### src/rtl/scoreboard_pkg.sv
// Shared scan codes, FSM/command types and key decoding for ps2_score_controller.
// Optional undo key mapping is compiled in with SCORE_UNDO_EN.
package scoreboard_pkg;

  localparam logic [7:0] KEY_BRK   = 8'hF0;
  localparam logic [7:0] KEY_EXT   = 8'hE0;
  localparam logic [7:0] KEY_PAUSE = 8'h29;
  localparam logic [7:0] KEY_UNDO  = 8'h66;
  localparam logic [7:0] KEY_HA1   = 8'h1C;
  localparam logic [7:0] KEY_HA2   = 8'h1B;
  localparam logic [7:0] KEY_HA3   = 8'h23;
  localparam logic [7:0] KEY_GA1   = 8'h3B;
  localparam logic [7:0] KEY_GA2   = 8'h42;
  localparam logic [7:0] KEY_GA3   = 8'h4B;
  localparam logic [7:0] KEY_HS1   = 8'h22;
  localparam logic [7:0] KEY_HS2   = 8'h21;
  localparam logic [7:0] KEY_HS3   = 8'h2A;
  localparam logic [7:0] KEY_GS1   = 8'h32;
  localparam logic [7:0] KEY_GS2   = 8'h31;
  localparam logic [7:0] KEY_GS3   = 8'h3A;

  typedef enum logic [1:0] {IDLE, BRK, EXT, EXT_BRK} state_e;

  typedef enum logic [2:0] {NONE, HOME_ADJ, GUEST_ADJ, PAUSE_TGL, UNDO} cmd_e;

  typedef struct packed {
    cmd_e              kind;
    logic signed [2:0] delta;
  } cmd_t;

  function automatic cmd_t decode(input logic [7:0] b);
    cmd_t c;
    c.kind  = NONE;
    c.delta = '0;
    case (b)
      KEY_HA1:   begin c.kind = HOME_ADJ;  c.delta =  3'sd1; end
      KEY_HA2:   begin c.kind = HOME_ADJ;  c.delta =  3'sd2; end
      KEY_HA3:   begin c.kind = HOME_ADJ;  c.delta =  3'sd3; end
      KEY_GA1:   begin c.kind = GUEST_ADJ; c.delta =  3'sd1; end
      KEY_GA2:   begin c.kind = GUEST_ADJ; c.delta =  3'sd2; end
      KEY_GA3:   begin c.kind = GUEST_ADJ; c.delta =  3'sd3; end
      KEY_HS1:   begin c.kind = HOME_ADJ;  c.delta = -3'sd1; end
      KEY_HS2:   begin c.kind = HOME_ADJ;  c.delta = -3'sd2; end
      KEY_HS3:   begin c.kind = HOME_ADJ;  c.delta = -3'sd3; end
      KEY_GS1:   begin c.kind = GUEST_ADJ; c.delta = -3'sd1; end
      KEY_GS2:   begin c.kind = GUEST_ADJ; c.delta = -3'sd2; end
      KEY_GS3:   begin c.kind = GUEST_ADJ; c.delta = -3'sd3; end
      KEY_PAUSE: c.kind = PAUSE_TGL;
`ifdef SCORE_UNDO_EN
      KEY_UNDO:  c.kind = UNDO;
`endif
      default: ;
    endcase
    return c;
  endfunction

endpackage

### src/rtl/score_sat_adder.sv
// Saturating score adjust: score + delta (-3..+3), clamped to [0, max].
module score_sat_adder #(
  parameter int SCORE_W = 8
) (
  input  logic [SCORE_W-1:0] score,
  input  logic signed [2:0]  delta,
  input  logic [SCORE_W-1:0] max,
  output logic [SCORE_W-1:0] result,
  output logic               clamp
);

  logic [1:0]       mag;
  logic [SCORE_W:0] mag_ext;
  logic [SCORE_W:0] sum;

  always_comb begin
    mag     = delta[2] ? (~delta[1:0] + 2'd1) : delta[1:0];
    mag_ext = {{(SCORE_W-1){1'b0}}, mag};
    sum     = delta[2] ? ({1'b0, score} - mag_ext) : ({1'b0, score} + mag_ext);
    result  = sum[SCORE_W-1:0];
    clamp   = 1'b0;
    // On subtract the extra bit is the borrow; on add it is part of the magnitude
    if (delta[2]) begin
      if (sum[SCORE_W]) begin
        result = '0;
        clamp  = 1'b1;
      end
    end else if (sum > {1'b0, max}) begin
      result = max;
      clamp  = 1'b1;
    end
  end

endmodule

### src/rtl/ps2_score_controller.sv
// PS/2 byte-stream decoder owning both team scores and the pause flag.
// Define SCORE_UNDO_EN to build the one-deep Backspace undo record.
module ps2_score_controller
  import scoreboard_pkg::*;
#(
  parameter int SCORE_W   = 8,
  parameter int SCORE_MAX = 199
) (
  input  logic               clk,
  input  logic               rst_n,
  input  logic [7:0]         code,
  input  logic               code_valid,
  input  logic               clear,
  output logic [SCORE_W-1:0] home_score,
  output logic [SCORE_W-1:0] guest_score,
  output logic               paused,
  output logic               cmd_ack,
  output logic               sat
);

  localparam logic [SCORE_W-1:0] MAX_L = SCORE_W'(SCORE_MAX);

  state_e            state, state_nxt;
  logic [7:0]        held_code;
  logic              held_vld;
  cmd_t              cmd;
  logic              accept, release_hit;
  logic              do_home, do_guest, do_pause;
  logic              h_wr, g_wr;
  logic signed [2:0] h_delta, g_delta;
  logic [SCORE_W-1:0] h_res, g_res;
  logic              h_clamp, g_clamp;
`ifdef SCORE_UNDO_EN
  logic              rec_vld, rec_team, do_undo;
  logic signed [2:0] rec_delta;
`endif

  always_ff @(posedge clk or negedge rst_n) begin
    if (!rst_n) state <= IDLE;
    else        state <= state_nxt;
  end

  always_comb begin
    state_nxt = state;
    if (clear) begin
      state_nxt = IDLE;
    end else if (code_valid) begin
      case (state)
        IDLE:    if (code == KEY_BRK) state_nxt = BRK;
                 else if (code == KEY_EXT) state_nxt = EXT;
        BRK:     state_nxt = IDLE;
        EXT:     state_nxt = (code == KEY_BRK) ? EXT_BRK : IDLE;
        EXT_BRK: state_nxt = IDLE;
        default: state_nxt = IDLE;
      endcase
    end
  end

  always_comb begin
    cmd         = decode(code);
    accept      = 1'b0;
    release_hit = 1'b0;
    if (code_valid && !clear) begin
      case (state)
        IDLE: accept = (code != KEY_BRK) && (code != KEY_EXT) &&
                       !(held_vld && (code == held_code));
        BRK:  release_hit = (code == held_code);
        default: ;
      endcase
    end
    do_home  = accept && (cmd.kind == HOME_ADJ);
    do_guest = accept && (cmd.kind == GUEST_ADJ);
    do_pause = accept && (cmd.kind == PAUSE_TGL);
    h_delta  = cmd.delta;
    g_delta  = cmd.delta;
    h_wr     = do_home;
    g_wr     = do_guest;
`ifdef SCORE_UNDO_EN
    // Undo reuses the team's adder with the negated recorded delta; it cannot clamp
    do_undo = accept && (cmd.kind == UNDO) && rec_vld;
    if (do_undo) begin
      if (rec_team) begin
        g_delta = -rec_delta;
        g_wr    = 1'b1;
      end else begin
        h_delta = -rec_delta;
        h_wr    = 1'b1;
      end
    end
`endif
  end

  score_sat_adder #(.SCORE_W(SCORE_W)) u_home_add (
    .score(home_score), .delta(h_delta), .max(MAX_L), .result(h_res), .clamp(h_clamp)
  );

  score_sat_adder #(.SCORE_W(SCORE_W)) u_guest_add (
    .score(guest_score), .delta(g_delta), .max(MAX_L), .result(g_res), .clamp(g_clamp)
  );

  always_ff @(posedge clk or negedge rst_n) begin
    if (!rst_n) begin
      home_score  <= '0;
      guest_score <= '0;
      paused      <= 1'b1;
      cmd_ack     <= 1'b0;
      sat         <= 1'b0;
      held_code   <= '0;
      held_vld    <= 1'b0;
    end else if (clear) begin
      home_score  <= '0;
      guest_score <= '0;
      paused      <= 1'b1;
      cmd_ack     <= 1'b0;
      sat         <= 1'b0;
      held_vld    <= 1'b0;
    end else begin
      cmd_ack <= h_wr | g_wr | do_pause;
      sat     <= (do_home & h_clamp) | (do_guest & g_clamp);
      if (accept) begin
        held_code <= code;
        held_vld  <= 1'b1;
      end
      if (release_hit) held_vld <= 1'b0;
      if (h_wr) home_score <= h_res;
      if (g_wr) guest_score <= g_res;
      if (do_pause) paused <= ~paused;
    end
  end

`ifdef SCORE_UNDO_EN
  always_ff @(posedge clk or negedge rst_n) begin
    if (!rst_n) begin
      rec_vld   <= 1'b0;
      rec_team  <= 1'b0;
      rec_delta <= '0;
    end else if (clear || do_undo) begin
      rec_vld <= 1'b0;
    end else if (do_home) begin
      rec_vld   <= 1'b1;
      rec_team  <= 1'b0;
      rec_delta <= 3'(h_res - home_score);
    end else if (do_guest) begin
      rec_vld   <= 1'b1;
      rec_team  <= 1'b1;
      rec_delta <= 3'(g_res - guest_score);
    end
  end
`endif

endmodule
### config.mk
export PLATFORM = sky130hd
export DESIGN_NAME = ps2_score_controller
export DESIGN_NICKNAME = d
export VERILOG_FILES = /design/src/rtl/scoreboard_pkg.sv /design/src/rtl/score_sat_adder.sv /design/src/rtl/ps2_score_controller.sv
export SDC_FILE = /design/constraint.sdc
export NUM_CORES = 1
export LEC_CHECK = 0
export CAP_MARGIN = 20
export CORE_MARGIN = 5
export CORE_UTILIZATION = 50
export CTS_CLUSTER_SIZE = 10
export DETAILED_ROUTE_END_ITERATION = 8
export PLACE_DENSITY = 0.72
export SETUP_SLACK_MARGIN = 0.15
export SYNTH_ARGS = -nofsm -noshare
export SYNTH_HDL_FRONTEND = slang
export SYNTH_SLANG_ARGS = --single-unit
### constraint.sdc
create_clock -name clk -period 2.9 [get_ports clk]
set_clock_uncertainty 0.05 [all_clocks]
set_input_delay 0.58 -clock clk [delete_from_list [all_inputs] [get_ports clk]]
set_output_delay 0.58 -clock clk [all_outputs]
set_load 0.03 [all_outputs]
* Word-level counts from Yosys, hierarchy flattened *
Index checks and enable logic that the tools add are counted.

operators by class
  multiplexer cells = 38
  bitwise gates (word level) = 8
  add/sub/neg operators = 5
  magnitude comparators = 2
  equality and inequality tests = 25
  reductions and logical operators = 26

operators by type and width
  operator              number
  $mux W8               10
  $eq A8 B6 Y1 const B  9
  $add A8 B2 Y9         2
  $gt A9 B8 Y1 const B  2
  $mux W9               2
  $pmux W3 S6           1
  $sub A8 B2 Y9         2
  $mux W1               17
  $eq A8 B5 Y1 const B  2
  $eq A8 B7 Y1 const B  2
  $eq A8 B8 Y1 const B  2
  $ne A8 B8 Y1 const B  2
  $reduce_or A2 Y1      7
  $mux W2               6
  $pmux W2 S3           2
  $reduce_or A6 Y1      2
  $eq A8 B8 Y1          1
  $reduce_bool A2 Y1    4
  $logic_and A1 B1 Y1   7
  $eq A3 B2 Y1 const B  2
  $eq A2 B2 Y1 const B  2
  $ne A4 B4 Y1 const B  1
  $reduce_and A2 Y1     2
  $eq A3 B1 Y1 const B  1
  other kinds (9)       14

storage, ports and cells
  bits of input ports = 12
  output and inout bits = 19
  flip-flop bits (word level) = 30

* Logic depth before layout (Yosys ltp) *
  depth in word-level cells = 14
  mapped depth = 21
  mapped depth without buffers = 19

* Cells and area by module *
From an unflattened synthesis, not the netlist that was laid out.

unflattened totals
  cell total of the unflattened synthesis = 357
  area total of the unflattened synthesis = 3266.9 um^2

by module, submodules not included
  module                area an instance (um^2)  times used  cells an instance  seq. area each (um^2)
  ps2_score_controller  1820.5                   1           171                752.0
  score_sat_adder       723.2                    2           93                 0.0

* Worst setup path before layout *
Ideal clock, no wire load.

  path type = input to register
  from = in code[0]
  to = reg guest_score[3]
  data arrival time = 4235 ps
  path slack = -1506 ps
  cell stages on the path = 21
  buffers on the path = 2
  path through = buf_6 > buf_6 > xor2_1 > nor2_1 > a21oi_1 > o22ai_1 > a21oi_1 > nor4_1 > a21oi_1 > ha_1 > a21oi_1 > nor2_1 > a221oi_1 > ha_1 > nor2b_1 > o2111ai_1 > nor4bb_1 > nor3_1 > o32ai_4 > nor2_2 > a22o_1

between the ends
  word-level cells in the longest chain between the ends = 13
  elaborated cells between the ends (all ways) = 47
  those cells by class = add/sub: 3; order compare: 1; eq/ne: 17; mux: 11; bitwise: 1; reduce/logical: 14

RTL lines
  item                                                   line                         text
  start, declared                                        ps2_score_controller.sv:11   input logic [7:0] code,
  $eq A8 B6 Y1 (tied with other cells)                   scoreboard_pkg.sv:35         case (b)
  $reduce_or A2 Y1 (no line)                             n/a
  $pmux W3 S6                                            scoreboard_pkg.sv:35
  $not A2 Y2                                             score_sat_adder.sv:17        mag = delta[2] ? (~delta[1:0] + 2'd1) : delta[1:0];
  $add A2 B1 Y2                                          score_sat_adder.sv:17
  $mux W2                                                score_sat_adder.sv:17
  $add A8 B2 Y9 / $sub A8 B2 Y9 (equally long branches)  score_sat_adder.sv:19        sum = delta[2] ? ({1'b0, score} - mag_ext) : ({1'b0, score} + mag_ext);
  $mux W9                                                score_sat_adder.sv:19
  $gt A9 B8 Y1                                           score_sat_adder.sv:28        end else if (sum > {1'b0, max}) begin
  $mux W8                                                score_sat_adder.sv:28
  $mux W8                                                score_sat_adder.sv:23        if (delta[2]) begin
  $mux W8                                                ps2_score_controller.sv:126  if (g_wr) guest_score <= g_res;
  $mux W8                                                ps2_score_controller.sv:110  end else if (clear) begin
  end signal, assigned                                   ps2_score_controller.sv:126
  end, declared                                          ps2_score_controller.sv:15   output logic [SCORE_W-1:0] guest_score,

Several ways; a longest one is shown, not always the timed one. The select of a mux whose other input is x is not followed.
A chain may end at the register's enable or synchronous reset.

* Final worst setup path *
  from = in code[6]
  to = reg home_score[2]

between the ends
  word-level cells in the longest chain between the ends = 13
  elaborated cells between the ends (all ways) = 47
  those cells by class = add/sub: 3; order compare: 1; eq/ne: 17; mux: 11; bitwise: 1; reduce/logical: 14

RTL lines
  item                                                   line                         text
  $eq A8 B6 Y1 (tied with other cells)                   scoreboard_pkg.sv:35
  $reduce_or A2 Y1 (no line)                             n/a
  $pmux W3 S6                                            scoreboard_pkg.sv:35
  $not A2 Y2                                             score_sat_adder.sv:17
  $add A2 B1 Y2                                          score_sat_adder.sv:17
  $mux W2                                                score_sat_adder.sv:17
  $add A8 B2 Y9 / $sub A8 B2 Y9 (equally long branches)  score_sat_adder.sv:19
  $mux W9                                                score_sat_adder.sv:19
  $gt A9 B8 Y1                                           score_sat_adder.sv:28
  $mux W8                                                score_sat_adder.sv:28
  $mux W8                                                score_sat_adder.sv:23
  $mux W8                                                ps2_score_controller.sv:125  if (h_wr) home_score <= h_res;
  $mux W8                                                ps2_score_controller.sv:110
  end signal, assigned                                   ps2_score_controller.sv:125
  end, declared                                          ps2_score_controller.sv:14   output logic [SCORE_W-1:0] home_score,

Several ways; a longest one is shown, not always the timed one. The select of a mux whose other input is x is not followed.

==> flow_summary.ini <==
[outcome]
status = complete, but fails checks
violations = negative setup slack

[critical_path]
cp.arrival_ns = 4.08
crit_path_end_kind = flop
path_cells = buf_6, buf_6, nor3_4, nand2_2, nor2_4, nor4_2, a21oi_2, ha_4, a21oi_2, nor2_1, a221oi_2, buf_4, buf_6, ha_4, nor2b_4, o2111ai_2, nand2_1, o311a_1, o2111ai_2, a31oi_1, a31o_2
crit_start = code[6]
cpMaxStageDelayCell = o311a_1
cp_common_cell = buf_6
start_kind = input port
critPathMaxStageDelay_ns = 0.40
worstPathMaxFanout = 7
crit_required_ns = 3.03
critical_path_class = input port to flop
r2r_start = guest_score[0]

[clock_network]
htreeDepth = 2
root_buffer = clkbuf_8
cts_buffers = 5
clk_latency_ns = 0.29
clkSinkCount = 30
tritoncts = done
hold_buffers = 0
cts_buffer_depth = 2
path_clk_slew_ns = 0.07

[detailed_routing]
firstDrtPassIters = 4
wl_per_cell_um = 19.4
ant_nets = 0
drc = 0
vias_per_cell = 6.05
via_count = 3153
detail_route.iter0.violations = 166
drt_wl_total_mm = 10.1

[synthesis]
synthAdderAreaFrac_pct = 9.45
synth_fp_nets = 344
synth_flop_cell = dfrtp_1
ys_ff_latch = 30
syn_avg_cell_area_um2 = 8.54
synth_mux_area_share_pct = 4.59
syn_area_mm2 = 0.00267
async_flop_share_pct = 100
synth_top_family_by_area = simple AND/OR/NAND/NOR gates
synth.distinct_cells = 64
synthSimpleGateAreaFrac_pct = 23.6
synth_xor_xnor_area_share_pct = 6.22
synth-edff-count = 0
seq_area_frac_synth_pct = 28.1
synth_compound_area_share_pct = 23.0
synth_top_cell_by_area = dfrtp_1
synthCells = 313
yosys-top-cells-area = dfrtp_1 27%, ha_1 8.0%, nand2_1 4.8%, xor2_1 4.3%, mux2_2 4.2%
yosys_warnings = 0
yosysTopAreaCellShare_pct = 27.1

[sta]
final.setup.tns_ns = -14.97
fin_hold_ws_ns = 0.466
max-slew-margin-rel_pct = 72.3
worst_pin_slew_ns = 0.411
drv_slew = 0
hold_violations = 0
setup_viol = 17
finalCritPeriodShare_pct = 136
period_minus_slack_ns = 3.95
rsz0062_at_grt = yes
clock.fmax_mhz = 253
fin_ws_ns = -1.05

[grt]
grt-ovfl-total = 0
grt_max_degree = 31
grt_usage_pct = 24.4
grt_pass1_vias = 3004
antenna_found_initial = 0
grt_pass1_wl_mm = 13.9

[placed_design]
place_ws_ns = -1.72
dp_hpwl_mm = 6.01
place.gp.congestion = 0.919
dp_cells = 493
place_area_mm2 = 0.00377
port_buffers = 30

[floorplan]
dieArea_mm2 = 0.00691
initial_core_util_pct = 52.0
rows = 26
core_area_mm2 = 0.00514
ios = 31
die_y_um = 83.1
dieWidth_um = 83.1

[finish]
final_cell_mix = 104 x buf_4, 29 x nand2_1, 29 x dfrtp_1
drive_above_1_share_pct = 47.9
final_cells = 521
final_common_cell = buf_4
fillerInstances = 291
fin_area_mm2 = 0.00436
syn_to_final_growth_pct = 63.2
nets = 481
diodes = 0

[pwr]
ir_drop_mv = 0.328
p_per_area_mw_per_mm2 = 374
leakage_uw = 0.00198

[hold_path]
hold_start = guest_score[0]
hp-class = flop to flop

[run]
drv_cap = 0
[timing repair]
| item | in CTS | in global routing |
|---|---|---|
| setup endpoints to repair | 26 | 17 |
| pin swaps | 39 | 28 |
| buffers inserted | 12 | 8 |
| gates resized for setup | 76 | 44 |
[where the power goes]
group	total (µW)	leakage [µW]	internal (µW)	switching, µW
logic	808	0.00154	402	406
clock network	370	0.0000472	191	179
registers	454	0.000396	439	15.1
total	1630	0.00198	1030	600
[critical path: cells and delay by family]
family | cells | cell delay [ns]
adders and majority gates | 2 | 0.42
AOI/OAI and AO/OA | 8 | 1.70
and+or+nand+nor | 7 | 0.87
buffers and inverters | 4 | 0.53
[final cells by class]
class	instances	area (µm²)	area share, %
clock buffer	6	82.6	1.89
clock inverter	2	12.5	0.287
inverter	13	48.8	1.12
multi-input combinational	257	2210	50.6
sequential	30	752	17.2
tap	70	87.6	2.01
timing repair buffer	143	1170	26.8
[cells by family (layout without fill, tap and decap cells)]
family          after synthesis  count (layout)
simple gates                123             123
compound gates               85              85
flops                        30              30
buf+inv                      26             164
fa+ha+maj                    19              19
xor+xnor                     19              19
mux                          11              11
[synth_stat cells (all sizes together), types with 2 or more instances]
library cell and n:
nor2b 9, a21o 7, mux2 10, nor4 6, a21oi 17, and3 3, o31ai 5, nand2b 11
buf 10, xor2 13, a22o 2, ha 17, o22ai 3, o21ai 18, nand2 34, a211o 2
fa 2, nand3 7, nand3b 2, nor2 30, o2111ai 3, nand4 2, inv 13, a31o 2
o21a 2, dfrtp 29, nor3b 2, or2 4, nor3 6, a31oi 6, a211oi 3, xnor2 6
nand4b 2, clkbuf 3, o31a 2
[per-stage QoR]
stage                     total power (µW)  util (%)
after global routing                  1700      84.9
after floorplan                        820         -
after CTS                             1530      81.0
final                                 1630      84.9
after global placement                1050      73.4
after detailed placement              1060      73.4
[per-layer routing]
layer | GRT usage, % | routed length [µm]
met4 | 10.3 | 430
met1 | 27.6 | 3760
met5 | 0 | 0
met3 | 4.06 | 579
met2 | 45.0 | 5320
[state kept, by name, indices dropped and copies added, names as in the netlist]
signal / cells
state: 2
cmd_ack: 1
held_code: 8
paused: 1
held_vld: 1
sat: 1
home_score: 8
guest_score: 8
[worst paths after layout]
check,end,slack [ns],cells past startpoint
setup / recovery,home_score[2],-1.05,21
hold / removal,guest_score[0],0.47,2
setup reg to reg,guest_score[3],0.22,11
hold reg to reg,guest_score[0],0.47,2
max in group asynchronous,paused,1.83,2
min in group asynchronous,held_code[5],0.64,2
No activity file was read; power rests on OpenSTA's default activity.
